$ cat src/rtl/byte_serializer_if.sv
// Byte-in / bit-out handshake bundle for byte_serializer.
// slave = serializer side, master = upstream source plus downstream sink.
interface byte_serializer_if #(
   parameter int WIDTH = 8
);
   logic [WIDTH-1:0] D;
   logic             VALID;
   logic             READY;
   logic             SDO;
   logic             SVALID;
   logic             SREADY;
   logic             LAST;
   logic             BUSY;

   modport slave (
      input  D, VALID, SREADY,
      output READY, SDO, SVALID, LAST, BUSY
   );

   modport master (
      output D, VALID, SREADY,
      input  READY, SDO, SVALID, LAST, BUSY
   );
endinterface

$ cat src/rtl/byte_serializer.sv
// Parallel-to-serial shifter with per-bit back-pressure and optional
// even-parity trailer; all outputs come straight from registers.
module byte_serializer #(
   parameter int WIDTH     = 8,
   parameter int MSB_FIRST = 1,
   parameter int PARITY_EN = 0
) (
   input  logic            CLK,
   input  logic            RST_N,
   byte_serializer_if.slave bus
);
   localparam int N  = WIDTH + PARITY_EN;
   localparam int CW = $clog2(N + 1);

   typedef enum logic {IDLE, SHIFT} state_t;

   state_t         state, state_n;
   logic [N-1:0]   sreg, sreg_n;
   logic [CW-1:0]  cnt, cnt_n;
   logic           ready, ready_n;
   logic           svalid, svalid_n;
   logic           last, last_n;
   logic           busy, busy_n;
   logic           sdo;
   logic           take;
   logic           load;

   // Frame is stored in send order: bit N-1 goes out first.
   function automatic logic [N-1:0] frame(input logic [WIDTH-1:0] d);
      logic [N-1:0] f;
      f = '0;
      for (int i = 0; i < WIDTH; i++) begin
         f[N-WIDTH+i] = (MSB_FIRST != 0) ? d[i] : d[WIDTH-1-i];
      end
      if (PARITY_EN != 0) f[0] = ^d;
      return f;
   endfunction

   assign take = svalid & bus.SREADY;
   assign load = ready & bus.VALID &
                 ((state == IDLE) | (take & last));

   always_comb begin
      state_n  = state;
      sreg_n   = sreg;
      cnt_n    = cnt;
      ready_n  = ready;
      svalid_n = svalid;
      last_n   = last;
      busy_n   = busy;
      if (load) begin
         state_n  = SHIFT;
         sreg_n   = frame(bus.D);
         cnt_n    = '0;
         svalid_n = 1'b1;
         busy_n   = 1'b1;
         ready_n  = (N == 1);
         last_n   = (N == 1);
      end else if (state == IDLE) begin
         ready_n = 1'b1;
      end else if (take && last) begin
         state_n  = IDLE;
         sreg_n   = '0;
         cnt_n    = '0;
         svalid_n = 1'b0;
         busy_n   = 1'b0;
         ready_n  = 1'b1;
         last_n   = 1'b0;
      end else if (take) begin
         sreg_n  = sreg << 1;
         cnt_n   = cnt + 1'b1;
         last_n  = (cnt_n == CW'(N - 1));
         ready_n = last_n;
      end
   end

   always_ff @(posedge CLK or negedge RST_N) begin
      if (!RST_N) begin
         state  <= IDLE;
         sreg   <= '0;
         cnt    <= '0;
         ready  <= 1'b0;
         svalid <= 1'b0;
         last   <= 1'b0;
         busy   <= 1'b0;
         sdo    <= 1'b0;
      end else begin
         state  <= state_n;
         sreg   <= sreg_n;
         cnt    <= cnt_n;
         ready  <= ready_n;
         svalid <= svalid_n;
         last   <= last_n;
         busy   <= busy_n;
         sdo    <= sreg_n[N-1];
      end
   end

   assign bus.READY  = ready;
   assign bus.SVALID = svalid;
   assign bus.LAST   = last;
   assign bus.BUSY   = busy;
   assign bus.SDO    = sdo;
endmodule
$ cat src/flat_wrapper.sv
// flat-port wrapper written by rule: the top's interface ports become plain ports
module byte_serializer_flat 
#(
   parameter int WIDTH     = 8,
   parameter int MSB_FIRST = 1,
   parameter int PARITY_EN = 0
)
  (CLK, RST_N, bus_D, bus_VALID, bus_SREADY, bus_READY, bus_SDO, bus_SVALID, bus_LAST, bus_BUSY);
  byte_serializer_if #(.WIDTH(WIDTH)) bus_i ();
  input  logic CLK;
  input  logic RST_N;
  input wire logic [$bits(bus_i.D)-1:0] bus_D;
  input wire logic [$bits(bus_i.VALID)-1:0] bus_VALID;
  input wire logic [$bits(bus_i.SREADY)-1:0] bus_SREADY;
  output wire logic [$bits(bus_i.READY)-1:0] bus_READY;
  output wire logic [$bits(bus_i.SDO)-1:0] bus_SDO;
  output wire logic [$bits(bus_i.SVALID)-1:0] bus_SVALID;
  output wire logic [$bits(bus_i.LAST)-1:0] bus_LAST;
  output wire logic [$bits(bus_i.BUSY)-1:0] bus_BUSY;
  assign bus_i.D = bus_D;
  assign bus_i.VALID = bus_VALID;
  assign bus_i.SREADY = bus_SREADY;
  assign bus_READY = bus_i.READY;
  assign bus_SDO = bus_i.SDO;
  assign bus_SVALID = bus_i.SVALID;
  assign bus_LAST = bus_i.LAST;
  assign bus_BUSY = bus_i.BUSY;
  byte_serializer #(.WIDTH(WIDTH), .MSB_FIRST(MSB_FIRST), .PARITY_EN(PARITY_EN)) u_core (.CLK(CLK), .RST_N(RST_N), .bus(bus_i));
endmodule
$ cat config.mk
export PLATFORM = sky130hd
export DESIGN_NAME = byte_serializer_flat
export DESIGN_NICKNAME = d
export VERILOG_FILES = /design/src/rtl/byte_serializer_if.sv /design/src/rtl/byte_serializer.sv /design/src/flat_wrapper.sv
export SDC_FILE = /design/constraint.sdc
export NUM_CORES = 1
export LEC_CHECK = 0
export ABC_AREA = 0
export BUFFER_PORTS_ARGS = -buffer_cell sky130_fd_sc_hd__buf_4
export CORE_MARGIN = 4
export CORE_UTILIZATION = 55
export CTS_BUF_LIST = sky130_fd_sc_hd__clkbuf_8
export CTS_CLUSTER_SIZE = 20
export DETAILED_ROUTE_END_ITERATION = 8
export PLACE_DENSITY = 0.88
export REMOVE_ABC_BUFFERS = 1
export SKIP_CTS_REPAIR_TIMING = 1
export SYNTH_ARGS = -nofsm -noshare
export SYNTH_HDL_FRONTEND = slang
export SYNTH_SLANG_ARGS = --single-unit
$ cat constraint.sdc
create_clock -name CLK -period 3.5 [get_ports CLK]
set_input_delay 0.35 -clock CLK [delete_from_list [all_inputs] [get_ports CLK]]
set_output_delay 0.35 -clock CLK [all_outputs]
set_load 0.01 [all_outputs]
Word-level counts from Yosys, hierarchy flattened

Index checks and enable logic that the tools add are counted.

Add/subtract/negate cells: 1
Multipliers: 0
Div/mod/pow operators: 0
Order comparisons: 0
Equal/unequal tests: 2
Shift-type cells: 0
Muxes and demuxes: 21
Bitwise operators: 6
Reduce and logical (&&, ||, !) cells: 6

Operator list:

| operator            | count |
|---|---|
| $mux 8              | 4 |
| $mux 4              | 4 |
| $mux 1              | 13 |
| $add 4x1->4 const B | 1 |
| $and 1x1->1         | 4 |
| $eq 4x3->1 const B  | 1 |
| $ne 4x4->1 const B  | 1 |
| $reduce_and 2->1    | 2 |
| $reduce_bool 2->1   | 2 |
| $reduce_bool 3->1   | 1 |
| $logic_and 1x1->1   | 1 |
| $not 1->1           | 1 |
| $or 1x1->1          | 1 |

Flip-flop bits (word level): 16
Latch bits: 0
Memory bits (writable): 0
Memory bits (read-only): 0
Bits of input ports: 12
Output and inout bits: 5
Logic and storage cells: 43
Memories: 0

Depth between registers and ports, before layout

Word-level depth: 6
Depth in mapped cells: 5
Depth with buffers taken out: 5

Least setup slack after synthesis

OpenSTA, ideal clock, no wires.

Path type: register -> register
Start point: register u_core.state
End point: register u_core.sreg[1]
Library setup time: 0.126 ns
Arrival: 1.185 ns
Required time: 3.374 ns
Slack: 2.189 ns
Stages on the path, launching flop included: 6
Path buffers: 2
Clock period less this slack: 1.311 ns
Cell sequence: dfrtp_1 -> buf_6 -> nand3b_4 -> and2_4 -> buf_6 -> a221o_1

Word-level cells in the longest chain between the ends: 5
Elaborated cells between the ends (all ways): 7
Classes of those cells: mux: 1; bitwise: 3; reduce/logical: 3

RTL lines:

| what                                                                    | line                  | source |
|---|---|---|
| start, declared                                                         | byte_serializer.sv:17 | `state_t state, state_n;` |
| start signal, assigned                                                  | byte_serializer.sv:88 | `state <= state_n;` |
| $not 1->1                                                               | byte_serializer.sv:41 | `((state == IDLE) \| (take & last));` |
| $or 1x1->1                                                              | byte_serializer.sv:41 |  |
| $and 1x1->1                                                             | byte_serializer.sv:40 | `assign load = ready & bus.VALID &` |
| $reduce_bool 3->1 (no source line) or $reduce_bool 2->1 (tied branches) | --                    |  |
| $reduce_and 2->1 (no source line)                                       | --                    |  |
| end signal, assigned                                                    | byte_serializer.sv:89 | `sreg <= sreg_n;` |
| end, declared                                                           | byte_serializer.sv:18 | `logic [N-1:0] sreg, sreg_n;` |

Several ways; a longest one is shown, not always the timed one.
A chain may end at the register's enable or synchronous reset.

Final worst setup path

Start point: register u_core.cnt[0]
End point: register u_core.ready (netlist: u_core.bus.READY)

Word-level cells in the longest chain between the ends: 6

RTL lines:

| what                   | line                  | source |
|---|---|---|
| start, declared        | byte_serializer.sv:19 | `logic [CW-1:0] cnt, cnt_n;` |
| start signal, assigned | byte_serializer.sv:90 | `cnt <= cnt_n;` |
| $add 4x1->4            | byte_serializer.sv:71 | `cnt_n = cnt + 1'b1;` |
| $eq 4x3->1             | byte_serializer.sv:72 | `last_n = (cnt_n == CW'(N - 1));` |
| $mux 1                 | byte_serializer.sv:69 | `end else if (take) begin` |
| $mux 1                 | byte_serializer.sv:61 | `end else if (take && last) begin` |
| $mux 1                 | byte_serializer.sv:59 | `end else if (state == IDLE) begin` |
| $mux 1                 | byte_serializer.sv:51 | `if (load) begin` |
| end signal, assigned   | byte_serializer.sv:91 | `ready <= ready_n;` |
| end, declared          | byte_serializer.sv:20 | `logic ready, ready_n;` |

Every way passes these cells. The select of a mux whose other input is x is not followed.

==> metrics.cfg <==
[run_status]
outcome=finished, final reports clean

[synth]
yosys.area.top_type=dfrtp_1
yosysUniqueCellTypes=27
synth_mux_area_share_pct=1.22
synth_simple_gate_area_share_pct=19.2
ys_seq_area_share_pct=48.9
synth-edff-count=0
synth_area_leaders=dfrtp_1, a221o_1, and2_1
synth-xor-area-share_pct=1.07
syn_area_sq_um=820
synth_warnings=0
synth-compound-area-share_pct=20.6
ys_ff_latch=16
synth.top_cell.area_share_pct=48.9
async_flop_share_pct=100
synth_top_family_by_area=compound AO/OA/AOI/OAI gates
synth-main-ff-cell=dfrtp_1
netlist_instances=68
synth-adder-area-share_pct=3.05
avgSynthCellArea_sq_um=12.1

[die]
rows=13
io-pin-count=17
fp.dieW_microns=46.6
start_util_pct=60.7
core-area_sq_um=1350
die_area_sq_um=2170
die_height_microns=46.6

[place]
place.port_buffers=16
place.gp.congestion=0.766
dp_hpwl_microns=1070
post-place-cells=95

[setup_path]
r2r-start=u_core.cnt[0]
crit_chain=inv_1 > ha_1 > nor4bb_1 > a31oi_1 > a211oi_1
worst_path_largest_cell_delay_ns=0.46
crit_slowest_cell=dfrtp_1
r2r_cells=5
crit_fanout=7
cp.arrival_ns=1.55
reg2reg_to=u_core.bus.READY
critPathLaunchType=flip-flop
r2r_slack_ns=2.12
crit_required_ns=3.67
path_class=flip-flop to flip-flop
end_kind=flip-flop

[power]
p_per_area_nw_per_um2=808
p_leak_nw=0.486
worst_ir_drop_vdd_uv=491
p_sw_mw=0.277
report.power.total_mw=0.794
power_frac_seq_pct=43.4
combPwrFrac_pct=35.8
p_clk_share_pct=20.8
internal_power_mw=0.517
switching_share_pct=34.9

[clock_tree]
cts_tree=yes
clock_sinks=16
cts.htree.levels=1
clockBufferDepth=2
cts-root-buf=clkbuf_8
cts_buffers=3
worstSkewPairLatency_ns=0.25
clk_pin_slew_ns=0.06

[global_routing]
track_usage_pct=19.2
grt_pass1_vias=604
overflow=0
grt_max_degree=17
antenna_found_initial=0
grt_first_pass_wirelength_microns=2790

[layout]
final_layout_size_suffix_gt1_share_pct=30.6
utilization_pct=72.8
multi_input_area_sq_um=370
n_fill_cell=101
antennaDiodeCount=0
syn_to_final_growth_pct=19.8
nNetsFinal=100
final_cells=100
ff_latch_area_sq_um=400

[route]
dr.pass1.iters=4
dr_total_vias=630
vias_per_cell=6.30
antenna_left=0
drc=0
drtIter0Drc=26
wirelength_microns=1650
wire_per_inst_microns=16.5

[hold_path]
hp-class=input pin to flip-flop
holdPathStages=2
min_from=bus_D[7]
min_to=u_core.sreg[7]

[timing]
period_minus_slack_ns=1.38
final-max-slew-violation-count=0
fmax_mhz=723
tightest_slew_ns=0.504
setup_violations=0
hold_viol_final=0
maxSlewHeadroom_pct=66.4
skew_ns=0.00131
rsz0062_at_grt=false
fin_setup_tns_ns=0
period_share_pct=39.5
fin_hold_ws_ns=0.322

[job]
drv_cap=0

cell usage in the layout, fill, tap and decap left out, drive strengths merged:
master       count
a211oi           2
a21bo            1
a21o             1
a21oi            1
a221o            7
a22o             2
a2bb2oi          1
a31oi            1
and2             8
and3b            1
and4b            1
buf             16
clkbuf           4
dfrtp           16
dlygate4sd3      1
ha               2
inv              2
mux2i            1
nand2            4
nand3            5
nand3b           2
nand4b           1
nor4bb           1
o21ai            1
o2bb2ai          2
xnor2            1
cell type report:
type / count / area share (%)
Clock buffer: 4 / 5.61
Inverter: 2 / 0.764
Multi-Input combinational cell: 46 / 37.7
Sequential cell: 16 / 40.8
Tap cell: 15 / 1.91
Timing Repair Buffer: 17 / 13.2
cell usage after synthesis, drive strengths merged (2+ instances only):
| master | count |
|---|---|
| a211oi | 2 |
| a221o | 7 |
| a22o | 2 |
| and2 | 8 |
| buf | 4 |
| dfrtp | 16 |
| ha | 2 |
| inv | 2 |
| nand2 | 4 |
| nand3 | 5 |
| nand3b | 2 |
| o2bb2ai | 2 |
power groups by stage:
stage	logic [mW]	clock network (mW)	registers (mW)
floorplan	0.181	0	0.339
finish	0.284	0.165	0.344
detailed placement	0.285	0	0.343
CTS	0.288	0.169	0.343
global placement	0.274	0	0.340
global route	0.323	0.175	0.360
worst max path at each step:
stage	end	from	slack, ns
after global routing	u_core.sreg[2]	u_core.bus.SVALID	1.99
after CTS	u_core.sreg[5]	u_core.bus.SVALID	2.11
after detailed placement	u_core.sreg[2]	bus_SREADY	2.14
after floorplan	u_core.sreg[1]	u_core.bus.SVALID	2.19
after global placement	u_core.sreg[3]	bus_SREADY	2.15
final	u_core.bus.READY	u_core.cnt[0]	2.12
per-stage QoR:
stage                     worst slack [ns]  area (sq um)
final                                 2.12           982
after global routing                  1.99           982
after CTS                             2.11           972
after detailed placement              2.14           917
after global placement                2.15           917
after floorplan                       2.19           778
layer usage:
layer / wire length, microns / vias to the layer above / global-route usage, %
met2: 784 / 25 / 31.9
met5: 0 / - / 0
met4: 33 / 0 / 10.2
li1: - / 292 / -
met1: 683 / 310 / 22.4
met3: 152 / 3 / 4.69
registers in the layout, indices dropped and copies added (netlist names):
name,count
u_core.sreg,8
u_core.state,1
u_core.cnt,4
u_core.bus.READY,1
u_core.bus.LAST,1
u_core.bus.SVALID,1
worst max-delay path, delay by kind of cell, from the launching register on:
kind                       cells  cell delay (ns)
adders and majority gates      1             0.15
AOI/OAI and AO/OA              2             0.34
DFF                            1             0.46
and+or+nand+nor                1             0.27
buffers and inverters          1             0.09
logic make-up after synthesis:
| group | Yosys count |
|---|---|
| flops | 16 |
| simple gates | 23 |
| fa+ha+maj | 2 |
| xor+xnor | 1 |
| buf+inv | 6 |
| compound gates | 19 |
| mux | 1 |
No activity file was read; power rests on OpenSTA's default activity.
